**config.mk**
```make
export PLATFORM = sky130hd
export DESIGN_NAME = uart_tx_frame
export DESIGN_NICKNAME = d
export VERILOG_FILES = /design/src/rtl/uart_tx_frame.sv
export SDC_FILE = /design/constraint.sdc
export NUM_CORES = 1
export LEC_CHECK = 0
export CORE_MARGIN = 8
export CORE_UTILIZATION = 48
export DETAILED_ROUTE_END_ITERATION = 10
export PLACE_DENSITY_LB_ADDON = 0.1
export SLEW_MARGIN = 20
export SYNTH_ARGS = -nofsm -noshare
export SYNTH_HDL_FRONTEND = slang
export SYNTH_SLANG_ARGS = --single-unit
```
**constraint.sdc**
```tcl
create_clock -name clk -period 1.75 [get_ports clk]
set_clock_uncertainty 0.05 [all_clocks]
set_input_delay 0.525 -clock clk [delete_from_list [all_inputs] [get_ports clk]]
set_output_delay 0.525 -clock clk [all_outputs]
set_load 0.01 [all_outputs]
```
**src/rtl/uart_tx_frame.sv**
```systemverilog
// Parametrised UART transmitter: start, DATA_BITS payload (LSB first),
// optional parity, STOP_BITS stop bits; bit periods paced by s_tick.
module uart_tx_frame #(
  parameter int DATA_BITS  = 8,
  parameter int PARITY     = 0,
  parameter int STOP_BITS  = 1,
  parameter int OVERSAMPLE = 16
) (
  input  logic                 clk,
  input  logic                 reset,
  input  logic                 s_tick,
  input  logic [DATA_BITS-1:0] data_in,
  input  logic                 valid,
  output logic                 ready,
  output logic                 tx,
  output logic                 busy,
  output logic                 tx_done
);

  if (DATA_BITS < 5 || DATA_BITS > 9) begin : g_bad_data_bits
    $error("uart_tx_frame: DATA_BITS must be 5..9");
  end
  if (PARITY < 0 || PARITY > 2) begin : g_bad_parity
    $error("uart_tx_frame: PARITY must be 0, 1 or 2");
  end
  if (STOP_BITS < 1 || STOP_BITS > 2) begin : g_bad_stop_bits
    $error("uart_tx_frame: STOP_BITS must be 1 or 2");
  end
  if (OVERSAMPLE < 2 || OVERSAMPLE > 256) begin : g_bad_oversample
    $error("uart_tx_frame: OVERSAMPLE must be 2..256");
  end

  localparam int TW = (OVERSAMPLE > 2) ? $clog2(OVERSAMPLE) : 1;

  typedef enum logic [2:0] {
    IDLE,
    START,
    DATA,
    PAR,
    STOP
  } state_e;

  state_e                 state_q, state_d;
  logic [TW-1:0]          tick_q, tick_d;
  logic [3:0]             idx_q, idx_d;
  logic [DATA_BITS-1:0]   sh_q, sh_d;
  logic                   par_q, par_d;
  logic                   tx_q, tx_d;
  logic                   done_q, done_d;
  logic                   bit_end;

  assign bit_end = s_tick && (tick_q == TW'(OVERSAMPLE - 1));
  assign ready   = (state_q == IDLE) && !reset;
  assign tx      = tx_q;
  assign busy    = (state_q != IDLE);
  assign tx_done = done_q;

  always_comb begin
    state_d = state_q;
    tick_d  = tick_q;
    idx_d   = idx_q;
    sh_d    = sh_q;
    par_d   = par_q;
    tx_d    = tx_q;
    done_d  = 1'b0;

    // Tick on the acceptance edge is deliberately not counted.
    if (state_q != IDLE && s_tick) begin
      tick_d = bit_end ? '0 : tick_q + 1'b1;
    end

    case (state_q)
      IDLE: begin
        if (valid) begin
          sh_d    = data_in;
          par_d   = (PARITY == 1) ? ~^data_in : ^data_in;
          state_d = START;
          tx_d    = 1'b0;
          tick_d  = '0;
          idx_d   = '0;
        end
      end
      START: begin
        if (bit_end) begin
          state_d = DATA;
          tx_d    = sh_q[0];
          idx_d   = '0;
        end
      end
      DATA: begin
        if (bit_end) begin
          if (idx_q == 4'(DATA_BITS - 1)) begin
            idx_d = '0;
            if (PARITY != 0) begin
              state_d = PAR;
              tx_d    = par_q;
            end else begin
              state_d = STOP;
              tx_d    = 1'b1;
            end
          end else begin
            idx_d = idx_q + 1'b1;
            sh_d  = sh_q >> 1;
            tx_d  = sh_q[1];
          end
        end
      end
      PAR: begin
        if (bit_end) begin
          state_d = STOP;
          tx_d    = 1'b1;
          idx_d   = '0;
        end
      end
      STOP: begin
        if (bit_end) begin
          if (idx_q == 4'(STOP_BITS - 1)) begin
            state_d = IDLE;
            done_d  = 1'b1;
            idx_d   = '0;
          end else begin
            idx_d = idx_q + 1'b1;
          end
        end
      end
      default: state_d = IDLE;
    endcase
  end

  always_ff @(posedge clk) begin
    if (reset) begin
      state_q <= IDLE;
      tick_q  <= '0;
      idx_q   <= '0;
      sh_q    <= '0;
      par_q   <= 1'b0;
      tx_q    <= 1'b1;
      done_q  <= 1'b0;
    end else begin
      state_q <= state_d;
      tick_q  <= tick_d;
      idx_q   <= idx_d;
      sh_q    <= sh_d;
      par_q   <= par_d;
      tx_q    <= tx_d;
      done_q  <= done_d;
    end
  end

endmodule

```
==> results of run 1 <==
[sequential cells by signal (all words and copies together) (netlist names)]
signal   cells
state_q      3
tx           1
sh_q         8
tx_done      1
idx_q        4
tick_q       4
[cell type report]
type	instances	area, µm²	share of cell area [%]
clock buffer	3	22.5	1.35
sequential	21	427	25.5
multi-input combinational	96	748	44.8
timing repair buffer	46	413	24.7
clock inverter	1	5.00	0.300
tap	28	35.0	2.10
inverter	5	20.0	1.20
[metrics by stage]
stage | instance area (µm²) | cells | hold slack, ns | setup WS (ns) | utilization, %
after global placement | 1460 | 183 | 0.429 | -0.481 | 65.4
after CTS | 1620 | 199 | 0.457 | -0.101 | 72.4
final | 1670 | 200 | 0.450 | -0.107 | 74.8
after detailed placement | 1460 | 183 | 0.440 | -0.480 | 65.4
after floorplan | 1180 | 131 | 0.422 | 0.00120 | -
after global routing | 1670 | 200 | 0.482 | -0.161 | 74.8
[path summary, 6_finish.rpt]
check	endpoint	slack, ns
setup / recovery	sh_q[7]	-0.11
hold / removal	sh_q[4]	0.45
setup reg to reg	sh_q[7]	-0.10
hold reg to reg	sh_q[4]	0.45
[power by group through the flow]
stage	Clock (mW)	Sequential (mW)	Combinational [mW]
2_1_floorplan	0	0.523	0.0928
3_5_place_dp	0	0.525	0.170
3_3_place_gp	0	0.524	0.166
6_report	0.243	0.516	0.201
4_1_cts	0.254	0.516	0.188
5_1_grt	0.274	0.519	0.219
[metal layers]
metal	wire (µm)	vias to the layer above	global-route usage (%)
li1	-	569	-
met1	1320	548	16.9
met2	1550	33	26.1
met3	140	9	3.44
met4	66	0	6.81
met5	0	-	0
[cell usage in the layout (no fill, tap or decap), drive strengths merged, types with 2 or more instances in the layout]
master,Yosys,final
o21bai,2,2
buf,4,33
a211oi,8,8
inv,4,4
mux2i,8,8
o21ai,5,5
o211ai,2,2
o21a,2,2
nand3b,2,2
or3,2,2
a32oi,2,2
clkinv,1,2
nor3b,3,3
or3b,2,2
ha,3,3
a21oi,11,11
nor3,4,4
nor2,16,16
dlygate4sd2,0,3
clkdlybuf4s50,0,9
dfxtp,21,21
clkbuf,5,3
nand2,4,4
nand3,5,5
[tightest hold or removal path, stage by stage (launching register included)]
cell and delay (ns):
dfxtp_1 0.33, nor2_1 0.09, a211oi_1 0.04
[repair_timing]
item	in CTS	in global routing
hold buffers	0	0
gates resized for setup	26	10
buffers inserted	12	1
pin swaps	7	8
setup endpoints to repair	15	19
[logic make-up after synthesis]
family,after synthesis
compound gates,39
buf+inv,14
simple gates,45
xor+xnor,1
flops,21
fa+ha+maj,3
mux,8
==> out/qor.txt, run 1 <==
Status -> finished with violations
Failing checks -> setup timing
DR vias/cell -> 5.80
Post-Synth XOR/XNOR Area -> 0.763%
Mapped Area -> 0.00115 mm²
Count of final hold-check violations -> 0
Drt drc -> 0
Yosys reg bits -> 21
Initial antenna violation count -> 0
CP delay by family, top -> buffers and inverters
Ranking of synthesized cells by area -> dfxtp_1 (37%), mux2i_1 (7.0%), nor2_1 (5.2%), a21oi_1 (4.8%), a211oi_1 (3.9%)
Drt pass-1 iters -> 4
EDFF count, synth -> 0
Critical Path AT -> 2.02 ns
Critical path origin -> valid
Reg2reg path depth -> 7
Area grow syn2layout -> 45.6%
Io pins -> 16
Slowest-stage cell, CP -> or4b_4
Die width -> 64.9 µm
Multiplexer area fraction after synthesis -> 6.98%
Max clock buf depth -> 2
Min cycle time layout -> 1.86 ns
Initial core utilization -> 51.4%
Detailed-placement wirelength estimate -> 1.96 mm
Yosys cell types -> 41
P_leak -> 0.702 nW
Switching part of the total power -> 27.3%
Worst setup EP type -> flop
Worst path depth -> 7
Setup tns final -> -0.514 ns
Ys async rst share -> 0%
CP Data Required Time -> 1.91 ns
# setup viols final -> 12
First-pass GRT wire length -> 5.17 mm
DRT Wirelength -> 3.08 mm
Largest family of logic cells by synthesized area -> compound AO/OA/AOI/OAI gates
# diodes -> 0
Die area -> 0.00421 mm²
RSZ-0062 raised after global routing -> yes
Compound-cell area share of the yosys netlist -> 24.9%
Cells after Synth -> 131
Clk sinks -> 21
Synth Flop Type -> dfxtp_1
Worst-path clk slew -> 0.12 ns
Max cap viols -> 0
Cell Pwr Density -> 575 mW/mm²
Normalized max-slew margin -> 77.9%
P_sw -> 262 µW
Vias in the first global route -> 1162
Slew @ Worst Pin -> 0.331 ns
Clk network pwr share -> 25.3%
Startpoint of the worst hold path -> sh_q[4]
Pwr Total -> 960 µW
WHS Path Cells -> 2
Final WS setup -> -0.107 ns
Fillers -> 170
Part of the cycle the worst path needs -> 106%
Post-route ant nets -> 0
Worst path cell trace -> clkdlybuf4s50_1 > or4b_4 > o41ai_4 > buf_12 > buf_8 > o21a_1 > nor2_1
Row cnt -> 17
Register area share after synthesis -> 36.6%
Fin. max-slew vios -> 0
Largest net degree at the start of global routing -> 23
Max Fclk -> 0.539 GHz
Post-synth top area cell -> dfxtp_1
CTS root buf -> clkbuf_4
Synth Area in Adders -> 3.27%
HP Class -> reg -> reg
Yosys warning total -> 0
Clk Latency, worst-skew pair -> 0.31 ns
Yosys top cell area share -> 36.6%
Core Area -> 0.00223 mm²
Comb power frac -> 20.9%
IO Port Bufs -> 15
Die Y -> 64.9 µm
Iteration-0 DRC count of the detailed router -> 62
GRT Residual Overflow -> 0
Sequential share of power -> 53.8%
Fraction of the mapped netlist area in simple logic gates -> 21.4%
Total GRT Usage -> 15.0%
Top cells by count, synth -> dfxtp_1 (21), nor2_1 (16), a21oi_1 (11)
TritonCTS clock tree -> yes
Maximum vdd drop -> 0.654 mV
Gp weighted congestion -> 0.815
Drt wl/cell -> 15.4 µm
Critical path startpoint category -> input port
Cell internal pwr -> 698 µW
Most numerous cell in the Yosys netlist -> dfxtp_1
Via count -> 1159
CP Buf/Inv Count -> 3
Layout net count -> 188
Crit path largest cell delay -> 0.49 ns
Worst R2R Start -> state_q[2]
H-tree depth -> 1
Share of layout cells above drive strength 1 -> 37.2%
Syn_nets -> 146
Kind of critical path -> in -> reg
Max FO, Critical Path -> 8
Avg Cell Area, Syn -> 8.76 µm²
CTS Buf Count -> 3
Note: power is estimated with default switching activity, not from simulation.
==> inputs of run 2 (changes only) <==
Settings changed: CTS_CLUSTER_DIAMETER set to 80, SETUP_SLACK_MARGIN set to 0.15.
==> run 2 against run 1 <==
Core utilization up 11 points. Cell count up 7.0%. Sequential share of layout area down 3.0 points. Critical endpoint is now busy. Critical path depth down 2. The flow still finishes with violations (setup timing). Largest power group unchanged. Power up 5.7%.
==> out/qor.txt, run 2 (synthesis results as in run 1) <==
Status -> finished with violations
Failing checks -> setup timing
Area grow syn2layout -> 67.7%
Critical Path AT -> 1.35 ns (-0.67 ns)
Normalized max-slew margin -> 73.2% (-4.7 points)
Post-route ant nets -> 0 (unchanged)
Layout net count -> 202 (+7.4%)
Crit path largest cell delay -> 0.36 ns (-0.13 ns)
Drt wl/cell -> 17.2 µm (+12%)
Fin util -> 86.2% (+11 points)
CP delay by family, top -> buffers and inverters
Slowest-stage cell, CP -> dfxtp_2
Count of final hold-check violations -> 0 (unchanged)
Commonest non-fill, non-tap cell in the layout -> buf_4
DR vias/cell -> 5.70 (-1.7%)
Detailed-placement wirelength estimate -> 1.99 mm (+1.4%)
GRT Residual Overflow -> 0 (unchanged)
Cell mode on critical path -> buf_6
Core Area -> 0.00223 mm² (unchanged)
First-pass GRT wire length -> 5.35 mm (+3.5%)
Max cap viols -> 0 (unchanged)
GRT met2 Usage -> 27.1% (+0.99 points)
CP Buf/Inv Count -> 4 (+1)
Worst setup EP type -> primary output
Largest net degree at the start of global routing -> 23 (unchanged)
Die Y -> 64.9 µm (unchanged)
H-tree depth -> 1 (unchanged)
Cell Pwr Density -> 527 mW/mm² (-8.3%)
Worst-path clk slew -> 0.13 ns (about the same)
Total GRT Usage -> 15.3% (+0.31 points)
Hold Slack -> 0.447 ns (-0.00250 ns)
Met1 Use GR -> 17.9% (+0.99 points)
Initial core utilization -> 51.4% (unchanged)
# setup viols final -> 14 (+2)
Regs by FF count -> sh_q (8), idx_q (4), tick_q (4)
Share of layout cells above drive strength 1 -> 51.1% (+14 points)
Met3 global-route usage -> 3.09% (-0.34 points)
HP Class -> reg -> reg
CTS root buf -> clkbuf_4
TritonCTS clock tree -> yes
P_leak -> 0.803 nW (+14%)
Largest register FFs -> 8 (unchanged)
Fillers -> 115 (-32%)
Gp weighted congestion -> 0.830 (+1.8%)
Part of the cycle the worst path needs -> 110% (+3.9 points)
Slew @ Worst Pin -> 0.401 ns (+0.0699 ns)
Final Non-Filler Cells -> 214 (+7.0%)
Placed cell count -> 183 (unchanged)
Final WS setup -> -0.176 ns (-0.0688 ns)
DRT Wirelength -> 3.68 mm (+19%)
Clk sinks -> 21 (unchanged)
Maximum vdd drop -> 0.517 mV (-21%)
Vias in the first global route -> 1200 (+3.3%)
CP Data Required Time -> 1.17 ns (-0.74 ns)
Drt pass-1 iters -> 4 (unchanged)
RSZ-0062 raised after global routing -> yes
Max clock buf depth -> 2 (unchanged)
Max FO, Critical Path -> 2 (-6)
# diodes -> 0 (unchanged)
Worst path cell trace -> buf_6 > nor3_4 > clkinv_2 > buf_6 > buf_6
IO Port Bufs -> 15 (unchanged)
Max Fclk -> 0.519 GHz (-3.6%)
Iteration-0 DRC count of the detailed router -> 56 (-9.7%)
Commonest cells after routing, fill and taps aside -> buf_4 (28), buf_6 (15), dfxtp_1 (14)
Critical path startpoint category -> flop
Drt drc -> 0 (unchanged)
Die width -> 64.9 µm (unchanged)
Kind of critical path -> reg -> out
Via count -> 1219 (+5.2%)
Fin. max-slew vios -> 0 (unchanged)
Io pins -> 16 (unchanged)
Row cnt -> 17 (unchanged)
Die area -> 0.00421 mm² (unchanged)
Reg with most FFs -> sh_q
Grt peak-use layer -> met2
Clk Latency, worst-skew pair -> 0.31 ns (about the same)
Min cycle time layout -> 1.93 ns (+0.0688 ns)
Initial antenna violation count -> 0 (unchanged)
CTS Buf Count -> 3 (unchanged)
## run 2: final timing paths
| kind | startpoint | to | slack (ns) | depth (start not counted) |
|---|---|---|---|---|
| max | state_q[0] | busy | -0.18 | 5 |
| min reg2reg | idx_q[0] | idx_q[0] | 0.45 | 2 |
| max reg2reg | state_q[0] | sh_q[7] | -0.15 | 7 |
| min | idx_q[0] | idx_q[0] | 0.45 | 2 |
## run 2: per-stage QoR
step           total power [mW]  worst slack, ns  instance area [µm²]  setup TNS, ns
5_1_grt                    1.05           -0.216                 1920          -2.14
3_3_place_gp              0.691           -0.475                 1460          -7.08
6_report                   1.01           -0.176                 1920          -1.42
4_1_cts                   0.969          -0.0987                 1700         -0.627
3_5_place_dp              0.695           -0.481                 1460          -7.31
2_1_floorplan             0.614         -0.00697                 1170        -0.0127
## run 2: repair_timing
item,in CTS,in global routing
pin swaps,15,16
endpoints found under the setup margin,21,21
hold buffers,0,0
buffers inserted,15,12
resized for setup,39,33
## run 2: per-layer routing
layer	up-vias	share of wire (%)
met1	580	44
met3	8	4.4
met2	34	50
li1	597	-
met4	0	2.1
met5	-	0
## run 2: cell type report
type	count	area, µm²	area share (%)
clock buffers	3	22.5	1.17
clock inverters	1	5.00	0.260
inverters	5	20.0	1.04
multi-input cells	96	845	43.9
flip-flops and latches	21	434	22.6
well taps	28	35.0	1.82
repair buffers	60	563	29.3
## run 2: power by group
part / switching, mW / internal, mW
Clock: 0.157 / 0.0852
Combinational: 0.113 / 0.144
Sequential: 0.0174 / 0.498
Total: 0.287 / 0.727
## run 2: worst reg2reg max path: cells and delay by family (launching register included)
family,cells,cell delay [ns]
AOI/OAI and AO/OA,2,0.52
and+or+nand+nor,2,0.46
buffers and inverters,3,0.41
DFF,1,0.36
